File: src/rtl/regfile_pkg.sv
// Shared types and constants for the register-file scan reader.
package regfile_pkg;

  localparam int unsigned DEF_N    = 4;
  localparam int unsigned DEF_REGS = 4;

  // Index width for a register count; a single register still gets one bit.
  function automatic int unsigned idx_w(input int unsigned regs);
    return (regs > 1) ? $clog2(regs) : 1;
  endfunction

  localparam int unsigned IDX_W = idx_w(DEF_REGS);

  typedef enum logic [2:0] {
    IDLE,
    ISSUE,
    CAPTURE,
    HOLD,
    DONE
  } state_t;

endpackage

File: src/rtl/regfile_scan_reader_if.sv
// Read port between the scan reader (master) and the register file (slave).
interface regfile_scan_reader_if
  import regfile_pkg::*;
#(
  parameter int unsigned N    = DEF_N,
  parameter int unsigned REGS = DEF_REGS
);

  localparam int unsigned IW = idx_w(REGS);

  logic          oRdEn;
  logic [IW-1:0] oRdIndex;
  logic [N-1:0]  iRdData;

  modport master (
    output oRdEn,
    output oRdIndex,
    input  iRdData
  );

  modport slave (
    input  oRdEn,
    input  oRdIndex,
    output iRdData
  );

endinterface

File: src/rtl/RiseDetect.sv
// One-cycle rising-edge pulse. The "was low" history resets to 0, so a level
// already high when reset releases must drop to 0 before it can fire.
module RiseDetect (
  input  logic clk,
  input  logic rst_n,
  input  logic d,
  output logic pulse_c
);

  logic was_low;

  // Remember whether the input was low on the previous cycle.
  always_ff @(posedge clk or negedge rst_n) begin
    if (!rst_n) begin
      was_low <= 1'b0;
    end else begin
      was_low <= ~d;
    end
  end

  assign pulse_c = d & was_low;

endmodule

File: src/rtl/regfile_scan_reader.sv
// Sweeps a register file index by index, holding each read value for DWELL
// cycles and reporting the sum of each completed sweep.
module regfile_scan_reader
  import regfile_pkg::*;
#(
  parameter int unsigned N     = DEF_N,
  parameter int unsigned REGS  = DEF_REGS,
  parameter int unsigned DWELL = 10_000_000
) (
  input  logic                       Clk,
  input  logic                       Reset_n,
  input  logic                       iStart,
  input  logic                       iCont,
  regfile_scan_reader_if.master      rf,
  output logic [N-1:0]               oValue,
  output logic [idx_w(REGS)-1:0]     oValueIndex,
  output logic                       oValid,
  output logic                       oBusy,
  output logic                       oDone,
  output logic [N+idx_w(REGS)-1:0]   oSum
);

  localparam int unsigned IW = idx_w(REGS);
  localparam int unsigned SW = N + IW;
  localparam int unsigned CW = (DWELL > 1) ? $clog2(DWELL) : 1;

  state_t        state, state_next;
  logic [IW-1:0] idx, idx_next;
  logic [SW-1:0] acc, acc_next;
  logic [CW-1:0] cnt, cnt_next;
  logic [N-1:0]  value_next;
  logic [IW-1:0] value_idx_next;
  logic          valid_next;
  logic [SW-1:0] sum_next;
  logic          rd_en_next;
  logic [IW-1:0] rd_index_next;
  logic          busy_next;
  logic          done_next;
  logic          start_c;

  RiseDetect u_start_edge (
    .clk     (Clk),
    .rst_n   (Reset_n),
    .d       (iStart),
    .pulse_c (start_c)
  );

  // State and registered outputs; outputs are derived from the next state so
  // they line up with the state they describe.
  always_ff @(posedge Clk or negedge Reset_n) begin
    if (!Reset_n) begin
      state       <= IDLE;
      idx         <= '0;
      acc         <= '0;
      cnt         <= '0;
      oValue      <= '0;
      oValueIndex <= '0;
      oValid      <= 1'b0;
      oSum        <= '0;
      rf.oRdEn    <= 1'b0;
      rf.oRdIndex <= '0;
      oBusy       <= 1'b0;
      oDone       <= 1'b0;
    end else begin
      state       <= state_next;
      idx         <= idx_next;
      acc         <= acc_next;
      cnt         <= cnt_next;
      oValue      <= value_next;
      oValueIndex <= value_idx_next;
      oValid      <= valid_next;
      oSum        <= sum_next;
      rf.oRdEn    <= rd_en_next;
      rf.oRdIndex <= rd_index_next;
      oBusy       <= busy_next;
      oDone       <= done_next;
    end
  end

  // Sweep sequencing: issue read, capture data, dwell, then advance or finish.
  always_comb begin
    state_next     = state;
    idx_next       = idx;
    acc_next       = acc;
    cnt_next       = cnt;
    value_next     = oValue;
    value_idx_next = oValueIndex;
    valid_next     = oValid;
    sum_next       = oSum;

    unique case (state)
      IDLE: begin
        if (start_c) begin
          idx_next   = '0;
          acc_next   = '0;
          state_next = ISSUE;
        end
      end
      ISSUE: begin
        state_next = CAPTURE;
      end
      CAPTURE: begin
        value_next     = rf.iRdData;
        value_idx_next = idx;
        valid_next     = 1'b1;
        acc_next       = acc + SW'(rf.iRdData);
        cnt_next       = CW'(DWELL - 1);
        state_next     = HOLD;
      end
      HOLD: begin
        if (cnt != '0) begin
          cnt_next = cnt - CW'(1);
        end else if (idx != IW'(REGS - 1)) begin
          idx_next   = idx + IW'(1);
          state_next = ISSUE;
        end else begin
          // The final term was already folded in during CAPTURE.
          sum_next   = acc;
          state_next = DONE;
        end
      end
      DONE: begin
        if (iCont) begin
          idx_next   = '0;
          acc_next   = '0;
          state_next = ISSUE;
        end else begin
          state_next = IDLE;
        end
      end
      default: begin
        state_next = IDLE;
      end
    endcase

    rd_en_next    = (state_next == ISSUE);
    rd_index_next = rd_en_next ? idx_next : '0;
    busy_next     = (state_next != IDLE);
    done_next     = (state_next == DONE);
  end

endmodule

File: src/flat_wrapper.sv
// flat-port wrapper written by rule: the top's interface ports become plain ports
module regfile_scan_reader_flat import regfile_pkg::*;
#(
  parameter int unsigned N     = DEF_N,
  parameter int unsigned REGS  = DEF_REGS,
  parameter int unsigned DWELL = 10_000_000
)
  (Clk, Reset_n, iStart, iCont, oValue, oValueIndex, oValid, oBusy, oDone, oSum, rf_oRdEn, rf_oRdIndex, rf_iRdData);
  regfile_scan_reader_if #(.N(N), .REGS(REGS)) rf_i ();
  input  logic Clk;
  input  logic Reset_n;
  input  logic iStart;
  input  logic iCont;
  output logic [N-1:0] oValue;
  output logic [idx_w(REGS)-1:0] oValueIndex;
  output logic oValid;
  output logic oBusy;
  output logic oDone;
  output logic [N+idx_w(REGS)-1:0] oSum;
  output wire logic [$bits(rf_i.oRdEn)-1:0] rf_oRdEn;
  output wire logic [$bits(rf_i.oRdIndex)-1:0] rf_oRdIndex;
  input wire logic [$bits(rf_i.iRdData)-1:0] rf_iRdData;
  assign rf_oRdEn = rf_i.oRdEn;
  assign rf_oRdIndex = rf_i.oRdIndex;
  assign rf_i.iRdData = rf_iRdData;
  regfile_scan_reader #(.N(N), .REGS(REGS), .DWELL(DWELL)) u_core (.Clk(Clk), .Reset_n(Reset_n), .iStart(iStart), .iCont(iCont), .rf(rf_i), .oValue(oValue), .oValueIndex(oValueIndex), .oValid(oValid), .oBusy(oBusy), .oDone(oDone), .oSum(oSum));
endmodule
File: config.mk
export PLATFORM = sky130hd
export DESIGN_NAME = regfile_scan_reader_flat
export DESIGN_NICKNAME = d
export VERILOG_FILES = /design/src/rtl/regfile_pkg.sv /design/src/rtl/regfile_scan_reader_if.sv /design/src/rtl/RiseDetect.sv /design/src/rtl/regfile_scan_reader.sv /design/src/flat_wrapper.sv
export SDC_FILE = /design/constraint.sdc
export NUM_CORES = 1
export LEC_CHECK = 0
export ABC_AREA = 1
export CELL_PAD_IN_SITES_DETAIL_PLACEMENT = 0
export CELL_PAD_IN_SITES_GLOBAL_PLACEMENT = 1
export CORE_ASPECT_RATIO = 0.75
export CORE_UTILIZATION = 36
export CTS_CLUSTER_DIAMETER = 120
export DETAILED_ROUTE_END_ITERATION = 12
export PLACE_DENSITY = 0.7
export SETUP_SLACK_MARGIN = 0.5
export SLEW_MARGIN = 20
export SYNTH_ARGS = -nofsm -noshare
export SYNTH_HDL_FRONTEND = slang
export SYNTH_SLANG_ARGS = --single-unit
File: constraint.sdc
create_clock -name Clk -period 2.4 [get_ports Clk]
set_clock_uncertainty 0.2 [all_clocks]
set_input_delay 0.36 -clock Clk [delete_from_list [all_inputs] [get_ports Clk]]
set_output_delay 0.36 -clock Clk [all_outputs]
set_load 0.1 [all_outputs]
==> results of run 1 <==
==> worst paths after layout <==
kind / endpoint / depth (start not counted)
min in group asynchronous: u_core.cnt[19] / 2
worst max register to register: u_core.oSum[2] / 9
max in group asynchronous: u_core.cnt[14] / 3
worst min-delay path: u_core.oValid / 1
worst max-delay path: u_core.oSum[2] / 9
worst min register to register: u_core.oValid / 1
==> cells by family (layout without fill, tap and decap cells) <==
family                     Yosys count  after routing  share of synthesized area
AOI/OAI and AO/OA                   37             37                    0.07894
xor gates and xnor gates            10             10                    0.02908
adders and majority gates            6              6                    0.02742
buffers and inverters               48             95                    0.07603
DFF                                 54             54                     0.4487
and+or+nand+nor                    220            222                     0.3398
==> synthesized netlist by cell type (all sizes together), types with 2 or more instances <==
| cell type | count |
|---|---|
| or2 | 3 |
| ha | 5 |
| buf | 7 |
| a21oi | 4 |
| nand4 | 11 |
| nand3 | 28 |
| nand2 | 114 |
| dfrtp | 54 |
| nand3b | 3 |
| nor2 | 60 |
| o22ai | 2 |
| inv | 39 |
| o21ai | 28 |
| xnor2 | 4 |
| xor2 | 6 |
==> timing repair <==
action / 4_1_cts / 5_1_grt
hold buffers: 1 / 0
pin swaps: 2 / 11
setup endpoints to repair: 37 / 38
gates resized for setup: 8 / 27
gates cloned: 2 / 1
endpoints found under the hold margin: 24 / 0
buffers inserted: 2 / 13
==> area by class of cell <==
class,count,area [um2],share of cell area
clock buffers,6,72.57,0.01969
clock inverters,2,37.54,0.01018
inverters,40,168.9,0.04582
multi-input cells,275,1531,0.4155
flip-flops and latches,54,1358,0.3683
well taps,105,131.4,0.03564
repair buffers,46,370.4,0.1005
repair inverters,1,16.27,0.004413
==> per-layer routing <==
layer	up-vias	track usage	routed length, um
met4	0	0.03288	27
met2	51	0.2590	3123
li1	1294	-	-
met1	1174	0.2786	4054
met5	-	0	0
met3	4	0.03130	352
==> registers in the layout (all words and copies together) (netlist names) <==
signal,flops
u_core.cnt,24
u_core.acc,6
u_core.oSum,6
u_core.oValue,4
u_core.state,3
u_core.idx,2
u_core.oValueIndex,2
u_core.rf.oRdIndex,2
u_core.oBusy,1
u_core.oDone,1
u_core.oValid,1
u_core.rf.oRdEn,1
u_core.u_start_edge.was_low,1
==> stage by stage <==
stage          setup WS (ns)  hold WS [ns]  power (uW)
3_5_place_dp          0.1387        0.2129        1061
4_1_cts               0.5198        0.2954        1699
5_1_grt               0.4691        0.3147        1760
6_report              0.5702        0.2897        1678
2_1_floorplan         0.5201       -0.1356        1009
3_3_place_gp          0.1292        0.2096        1060
==> power by group through the flow <==
stage | registers [uW] | logic, uW | clock network, uW
3_5_place_dp | 947 | 115 | 0
4_1_cts | 929 | 116 | 653
6_report | 929 | 114 | 635
5_1_grt | 932 | 129 | 700
3_3_place_gp | 947 | 113 | 0
2_1_floorplan | 971 | 38.3 | 0
==> metrics.txt, run 1 <==
unrepaired setup endpoints after global routing true; Final Slew Violations 0; switching share of total power 0.2426; internal power roughly 1300 uW; Worst Setup Path Type reg -> reg; Post-Syn Area per Cell 8.031 um2; most frequent cells in the layout nand2_1 (104), dfrtp_1 (49), nor2_1 (40); proportion of netlist area held by the largest area contributor 0.4487; layout cells sized above 1 0.2665; routed vias/inst 4.769; core area 7988 um2; critical path startpoint category register; io pins 26; Core Rows 28; Initial DRT Pass Iterations 4; FF+latch count, synth between 50 and 60; final instance area roughly 3700 um2; delay-heaviest family, CP simple AND/OR/NAND/NOR gates; combinational power share 0.068; clock sinks 54; CTS H-tree lvls 2; Final #Nets 437; Setup TNS Final 0 ns; mapped cell area 3012 um2; switching power 407.1 uW; global-route wire length before repair 11.95 mm; commonest non-fill, non-tap cell in the layout nand2_1; # diodes 0; die footprint 8739 um2; Req. time, crit path 2.41 ns; fin cells between 500 and 600; leading register cell type out of synthesis dfrtp_1; CP Data Arrival Time 1.84 ns; Num CTS Buffers 5; Reg power frac 0.554; drt drc 0; grt ovf 0; post-synthesis instance total 375; Max Fanout on Critical Path 7; clk buf depth 2; Worst-Margin Slew 0.6236 ns; Die Wd roughly 110 um; DIE HEIGHT between 80 and 90 um; Leak about 0.0017 uW; outcome complete, no violations; WL final 7.559 mm; final setup vio count 0; GRT Total Usage 0.1799; worst setup path start u_core.cnt[0]; YS warnings 0; routed vias 2523; initial core utilization 0.3770; clock power share 0.378; crit end category register; post-synth top area cell dfrtp_1; Initial DRC Count 145; RR Startpoint u_core.cnt[0]; relative slew slack 0.5843; vias in the first global route 2322; Hold WC Path Type reg -> reg; fin util 0.4615; Pwr Density 455.2 nW/um2; worst-path cell chain inv_2 -> ha_4 -> nand2_4 -> nor2_4 -> nand3_4 -> nor2_4 -> nand3_4 -> nand2_1 -> o21ai_2; largest stage delay on the critical path about 0.42 ns; largest net degree at the start of global routing 31; sum of buffers and inverters on the critical path 1; wire per inst ~14 um; Post-synth EDFFs 0; DP HPWL approximately 5.1 mm; fin crit share 0.7624; Placed Cells 502; slowest cell on the critical path dfrtp_1; Post-Syn Nets 389; flop-to-flop setup slack 0.57 ns; sequential area share after synthesis 0.4487; FFs w/ async S/R, synth 1.000; Fmax achieved about 550 MHz; initial antenna violation count 0; I/O Buffers 25; synth-to-layout area growth 22.39%; Fin. Hold Viols 0; dpl cell area 3322 um2; filler cell count 784; Synth cell types 32; Max VDD drop 267.7 uV; latest clock arrival within the worst-skew pair between 0.3 and 0.4 ns; top cells by area, synth dfrtp_1 (45%), nand2_1 (13%), nor2_1 (6.1%); Worst-path clk slew around 0.11 ns; max cap viols 0; CTS tree built; clock root cell clkbuf_8; gp weighted congestion between 0.8 and 0.9; worst hold start u_core.oValid; minimum clock period 1.830 ns; Routed Antenna Nets 0
No activity file was read; power rests on OpenSTA's default activity.
==> run 2, diff against run 1 <==
==> constraint.sdc (replaced) <==
create_clock -name Clk -period 1.7 [get_ports Clk]
set_clock_uncertainty 0.2 [all_clocks]
set_input_delay 0.255 -clock Clk [delete_from_list [all_inputs] [get_ports Clk]]
set_output_delay 0.255 -clock Clk [all_outputs]
set_load 0.1 [all_outputs]
==> metrics.txt, run 2 (same netlist as run 1, synthesis figures left out) <==
Placed Cells 560 (+12%); RR Startpoint u_core.cnt[0]; Fin. Hold Viols 0 (unchanged); DIE HEIGHT 81.21 um (unchanged); crit end category register; max cap viols 0 (unchanged); critical path startpoint category register; core area 7988 um2 (unchanged); worst setup path start u_core.cnt[0]; CTS tree built; Worst-Margin Slew 0.3033 ns (-0.3203 ns); routed vias/inst 4.720 (-1.0%); minimum clock period 1.820 ns (-0.01017 ns); CP Data Arrival Time 1.84 ns (about the same); Routed Antenna Nets 0 (unchanged); Final #Nets 518 (+19%); drt drc 0 (unchanged); Leak 0.002356 uW (+35%); pre-CTS setup slack -0.4208 ns (-0.5595 ns); R2R cell count 9 (unchanged); clk buf depth 2 (unchanged); dpl cell area 4100 um2 (+23%); fin util 0.6331 (+0.1717); commonest non-fill, non-tap cell in the layout buf_4; initial antenna violation count 0 (unchanged); crit path to u_core.oSum[2]; initial core utilization 0.3770 (unchanged); GRT Total Usage 0.2124 (+0.03247); Worst Setup Path Type reg -> reg; grt ovf 0 (unchanged); Die Wd 107.6 um (unchanged); WL final 8.767 mm (+16%); Hold WC Path Type in -> reg; latest clock arrival within the worst-skew pair 0.33 ns (+0.02 ns); # diodes 0 (unchanged); fin cells 610 (+15%); Pwr Density 459.6 nW/um2 (+0.96%); io pins 26 (unchanged); failing checks negative setup slack; Max Fanout on Critical Path 7 (unchanged); filler cell count 673 (-14%); relative slew slack 0.7978 (+0.2135); clock sinks 54 (unchanged); Largest regs u_core.cnt (24), u_core.acc (6), u_core.oSum (6); CTS H-tree lvls 2 (unchanged); Num CTS Buffers 5 (unchanged); Req. time, crit path 1.72 ns (-0.69 ns); most frequent cells in the layout buf_4 (80), nand2_1 (60), nand2_2 (41); R2R Path End u_core.oSum[2]; routed vias 2879 (+14%); layout cells sized above 1 0.5941 (+0.3275); max FFs per register 24 (unchanged); final instance area 5057 um2 (+37%); wire per inst 14.37 um (+0.58%); largest reg by FF count u_core.cnt; clock root cell clkbuf_8; Fmax achieved 549.6 MHz (+0.56%); fin crit share 1.070 (+0.3080); Initial DRT Pass Iterations 4 (unchanged); Max VDD drop 346.9 uV (+30%); global-route wire length before repair 14.01 mm (+17%); synth-to-layout area growth 67.93%; largest net degree at the start of global routing 55 (+77%); Initial DRC Count 110 (-24%); gp weighted congestion 0.8387 (+3.9%); DP HPWL 5.793 mm (+14%); flop-to-flop setup slack -0.12 ns (-0.69 ns); Core Rows 28 (unchanged); I/O Buffers 25 (unchanged); setup ws final -0.1197 ns (-0.6898 ns); Final Slew Violations 0 (unchanged); final setup vio count 32 (+32); outcome finished, violations left; vias in the first global route 2772 (+19%); total power draw 2324 uW (+39%); Worst-path clk slew 0.11 ns (about the same); die footprint 8739 um2 (unchanged); unrepaired setup endpoints after global routing true
run 2: changes by cell type in the layout (fill, tap and decap cells not counted), moves of 13 or more:
| cell | before | now |
|---|---|---|
| buf_12 | 1 | 20 |
| buf_4 | 36 | 80 |
| buf_6 | 0 | 19 |
| dfrtp_1 | 49 | 35 |
| dfrtp_2 | 5 | 18 |
| nand2_1 | 104 | 60 |
| nand2_2 | 7 | 41 |
| nor2_1 | 40 | 26 |
run 2: metrics by stage:
stage	setup TNS, ns	hold WS, ns
3_5_place_dp	-6.062	0.08350
5_1_grt	-5.631	0.03843
4_1_cts	-1.048	0.2278
2_1_floorplan	-0.1246	-0.2406
6_report	-2.081	0.04197
3_3_place_gp	-5.173	0.08048
run 2: layout make-up:
cell class                 count  area (um2)  area share
tap                          105       131.4     0.02598
multi-input combinational    274        1944      0.3845
timing repair buffer         129        1328      0.2625
clock inverter                 3       21.27    0.004206
inverter                      40       186.4     0.03686
clock buffer                   5       68.82     0.01361
sequential                    54        1378      0.2724
run 2: power by group:
group	switching, uW	internal (uW)
Sequential	17.6	1300
Clock	480	291
Combinational	134	99.2
Total	632	1690
run 2: worst min-delay path by stage:
stage	start	to	slack (ns)	cells past startpoint
after CTS	iStart	u_core.u_start_edge.was_low	0.23	2
final	rf_iRdData[0]	u_core.oValue[0]	0.04	3
after global placement	Reset_n	u_core.cnt[22]	0.08	2
after floorplan	Reset_n	u_core.acc[0]	-0.24	0
after global routing	rf_iRdData[0]	u_core.oValue[0]	0.04	3
after detailed placement	Reset_n	u_core.cnt[22]	0.08	2
run 2: per-layer routing:
metal | track usage | wire length, um | vias up
li1 | - | - | 1457
met1 | 0.3188 | 4488 | 1379
met2 | 0.3147 | 3924 | 35
met3 | 0.03451 | 261 | 8
met4 | 0.05479 | 93 | 0
met5 | 0 | 0 | -
run 2: worst max-delay path: stages, from the launching register on:
cell and delay, ns:
dfrtp_1 0.40, inv_2 0.08, ha_4 0.15, nand2_4 0.06, nor2_4 0.13, nand3_4 0.12
nor2_4 0.21, nand3_4 0.18, nand2_2 0.12, o21ai_2 0.05
run 2: repair_timing:
item,CTS,global route
resized for setup,79,73
setup buffers,21,19
cloned,1,0
endpoints found under the setup margin,71,71
hold buffers,1,0
pin swaps,37,46
hold endpoints to repair,54,0
==> run 3, diff against run 2 <==
--- a/config.mk
+++ b/config.mk
@@ -11,6 +11,7 @@
 export CORE_ASPECT_RATIO = 0.75
 export CORE_UTILIZATION = 36
 export CTS_CLUSTER_DIAMETER = 120
+export CTS_CLUSTER_SIZE = 20
 export DETAILED_ROUTE_END_ITERATION = 12
 export PLACE_DENSITY = 0.7
 export SETUP_SLACK_MARGIN = 0.5
==> constraint.sdc (replaced) <==
create_clock -name Clk -period 2.3 [get_ports Clk]
set_clock_uncertainty 0.2 [all_clocks]
set_input_delay 0.345 -clock Clk [delete_from_list [all_inputs] [get_ports Clk]]
set_output_delay 0.345 -clock Clk [all_outputs]
set_load 0.1 [all_outputs]
==> metrics.txt, run 3 (same netlist as run 1, synthesis figures left out) <==
outcome complete, no violations; fin util 0.4790 (-0.1541); DIE HEIGHT 81.21 um (unchanged); Hold WS 0.1510 ns (+0.1091 ns); R2R Path End u_core.rf.oRdIndex[1]; Leak 0.001817 uW (-23%); critical path startpoint category register; # diodes 0 (unchanged); Largest regs u_core.cnt (24), u_core.acc (6), u_core.oSum (6); most frequent cells in the layout nand2_1 (95), dfrtp_1 (51), buf_4 (39); Max VDD drop 316.1 uV (-8.9%); final setup vio count 0 (-100%); Hold Path Stages 3 (unchanged); Worst-path clk slew 0.10 ns (about the same); clk buf depth 2 (unchanged); WHS Endpoint u_core.oValue[2]; Die Wd 107.6 um (unchanged); max cap viols 0 (unchanged); fin crit share 0.7992 (-0.2712); Worst Setup Path Type reg -> reg; largest stage delay on the critical path 0.45 ns (+0.05 ns); critical path's most frequent cell nor2_4; relative slew slack 0.6511 (-0.1467); sum of buffers and inverters on the critical path 2 (+1); initial core utilization 0.3770 (unchanged); WL final 7.826 mm (-11%); global-route wire length before repair 13.16 mm (-6.1%); crit end category register; latest clock arrival within the worst-skew pair 0.32 ns (about the same); die footprint 8739 um2 (unchanged); delay-heaviest family, CP simple AND/OR/NAND/NOR gates; Routed Antenna Nets 0 (unchanged); Core Rows 28 (unchanged); R2R cell count 9 (unchanged); grt ovf 0 (unchanged); layout cells sized above 1 0.3140 (-0.2801); Fin. Hold Viols 0 (unchanged); slowest cell on the critical path dfrtp_1; I/O Buffers 25 (unchanged); gp weighted congestion 0.8366 (-0.25%); vias in the first global route 2507 (-9.6%); CTS tree built; clock sinks 54 (unchanged); synth-to-layout area growth 27.05%; unrepaired setup endpoints after global routing true; Initial DRT Pass Iterations 4 (unchanged); Pwr Density 459.7 nW/um2 (about the same); Worst-Margin Slew 0.5233 ns (+0.2201 ns); flop-to-flop setup slack 0.46 ns (+0.58 ns); Max Fanout on Critical Path 4 (-3); io pins 26 (unchanged); CP Data Arrival Time 1.89 ns (+0.05 ns); core area 7988 um2 (unchanged); drt drc 0 (unchanged); GRT Total Usage 0.1998 (-0.01256); Final Slew Violations 0 (unchanged); Final #Nets 443 (-14%); minimum clock period 1.838 ns (+0.01846 ns); Fmax achieved 544.0 MHz (-1.0%); routed vias/inst 4.884 (+3.5%); Num CTS Buffers 5 (unchanged); DP HPWL 5.106 mm (-12%); RR Startpoint u_core.cnt[4]; clock root cell clkbuf_8; Initial DRC Count 117 (+6.4%); worst-path cell chain nor2_2 -> nand2_2 -> nor2_4 -> nand3_4 -> nor2_4 -> buf_4 -> buf_6 -> a21oi_1 -> nor2_1; largest net degree at the start of global routing 35 (-36%); Hold WC Path Type in -> reg; Req. time, crit path 2.35 ns (+0.63 ns); wire per inst 14.63 um (+1.8%); max FFs per register 24 (unchanged); worst hold start rf_iRdData[2]; initial antenna violation count 0 (unchanged); CTS H-tree lvls 2 (unchanged); largest reg by FF count u_core.cnt; commonest non-fill, non-tap cell in the layout nand2_1; routed vias 2613 (-9.2%)
-- run 3: changes by cell type in the layout (fill, tap and decap cells not counted), sizes merged --
cell	delta
buf	-78
bufinv	+1
clkbuf	+1
dlygate4sd2	+1
dlymetal6s2s	-1
nand2	+1
-- run 3: repair_timing --
item	CTS	global route
hold buffers	1	0
pin swaps	9	23
hold endpoints to repair	20	0
cloned	4	0
buffers inserted	11	9
gates resized for setup	26	33
setup endpoints to repair	37	41
-- run 3: layout make-up --
cell class                      instances  area (um2)
Inverter                               40       165.2
Timing Repair Buffer                   51       425.4
Multi-Input combinational cell        275        1607
Timing Repair inverter                  2       32.53
Fill cell                             807        4161
Clock inverter                          2       37.54
Clock buffer                            6       72.57
Sequential cell                        54        1355
Tap cell                              105       131.4
-- run 3: per-layer routing --
metal  wire length, um  global-route usage
met4                48             0.04521
met5                 0                   0
met1              4204              0.2996
met3               363             0.04494
met2              3209              0.2885
-- run 3: how the worst max path moves through the flow --
stage | endpoint | from | slack [ns] | cells after the start
2_1_floorplan | u_core.oSum[3] | u_core.cnt[0] | 0.51 | 10
3_3_place_gp | u_core.acc[4] | rf_iRdData[0] | 0.04 | 9
3_5_place_dp | u_core.acc[4] | rf_iRdData[0] | -0.005 | 9
4_1_cts | u_core.oSum[4] | u_core.cnt[0] | 0.46 | 9
5_1_grt | u_core.oSum[5] | u_core.cnt[0] | 0.35 | 10
6_report | u_core.rf.oRdIndex[1] | u_core.cnt[4] | 0.46 | 9
-- run 3: metrics by stage --
step	TNS (ns)	instances	power (uW)	cell area [um2]	worst slack, ns
2_1_floorplan	0	375	1053	3024	0.5101
3_3_place_gp	0	502	1105	3332	0.04082
3_5_place_dp	-0.005140	502	1107	3332	-0.005140
4_1_cts	0	526	1772	3660	0.4633
5_1_grt	0	535	1837	3826	0.3547
6_report	0	535	1759	3826	0.4619
-- run 3: worst reg2reg max path, stage by stage, from the launching register on --
cell     delay, ns
dfrtp_1       0.45
nor2_2        0.16
nand2_2       0.11
nor2_4        0.15
nand3_4       0.13
nor2_4        0.20
buf_4         0.14
buf_6         0.08
a21oi_1       0.06
nor2_1        0.10
-- run 3: power by group --
part / total (uW) / internal [uW] / switching, uW
sequential: 969 / 961 / 8.36
combinational: 129 / 44.9 / 84.3
clock: 660 / 326 / 334
total: 1760 / 1330 / 427
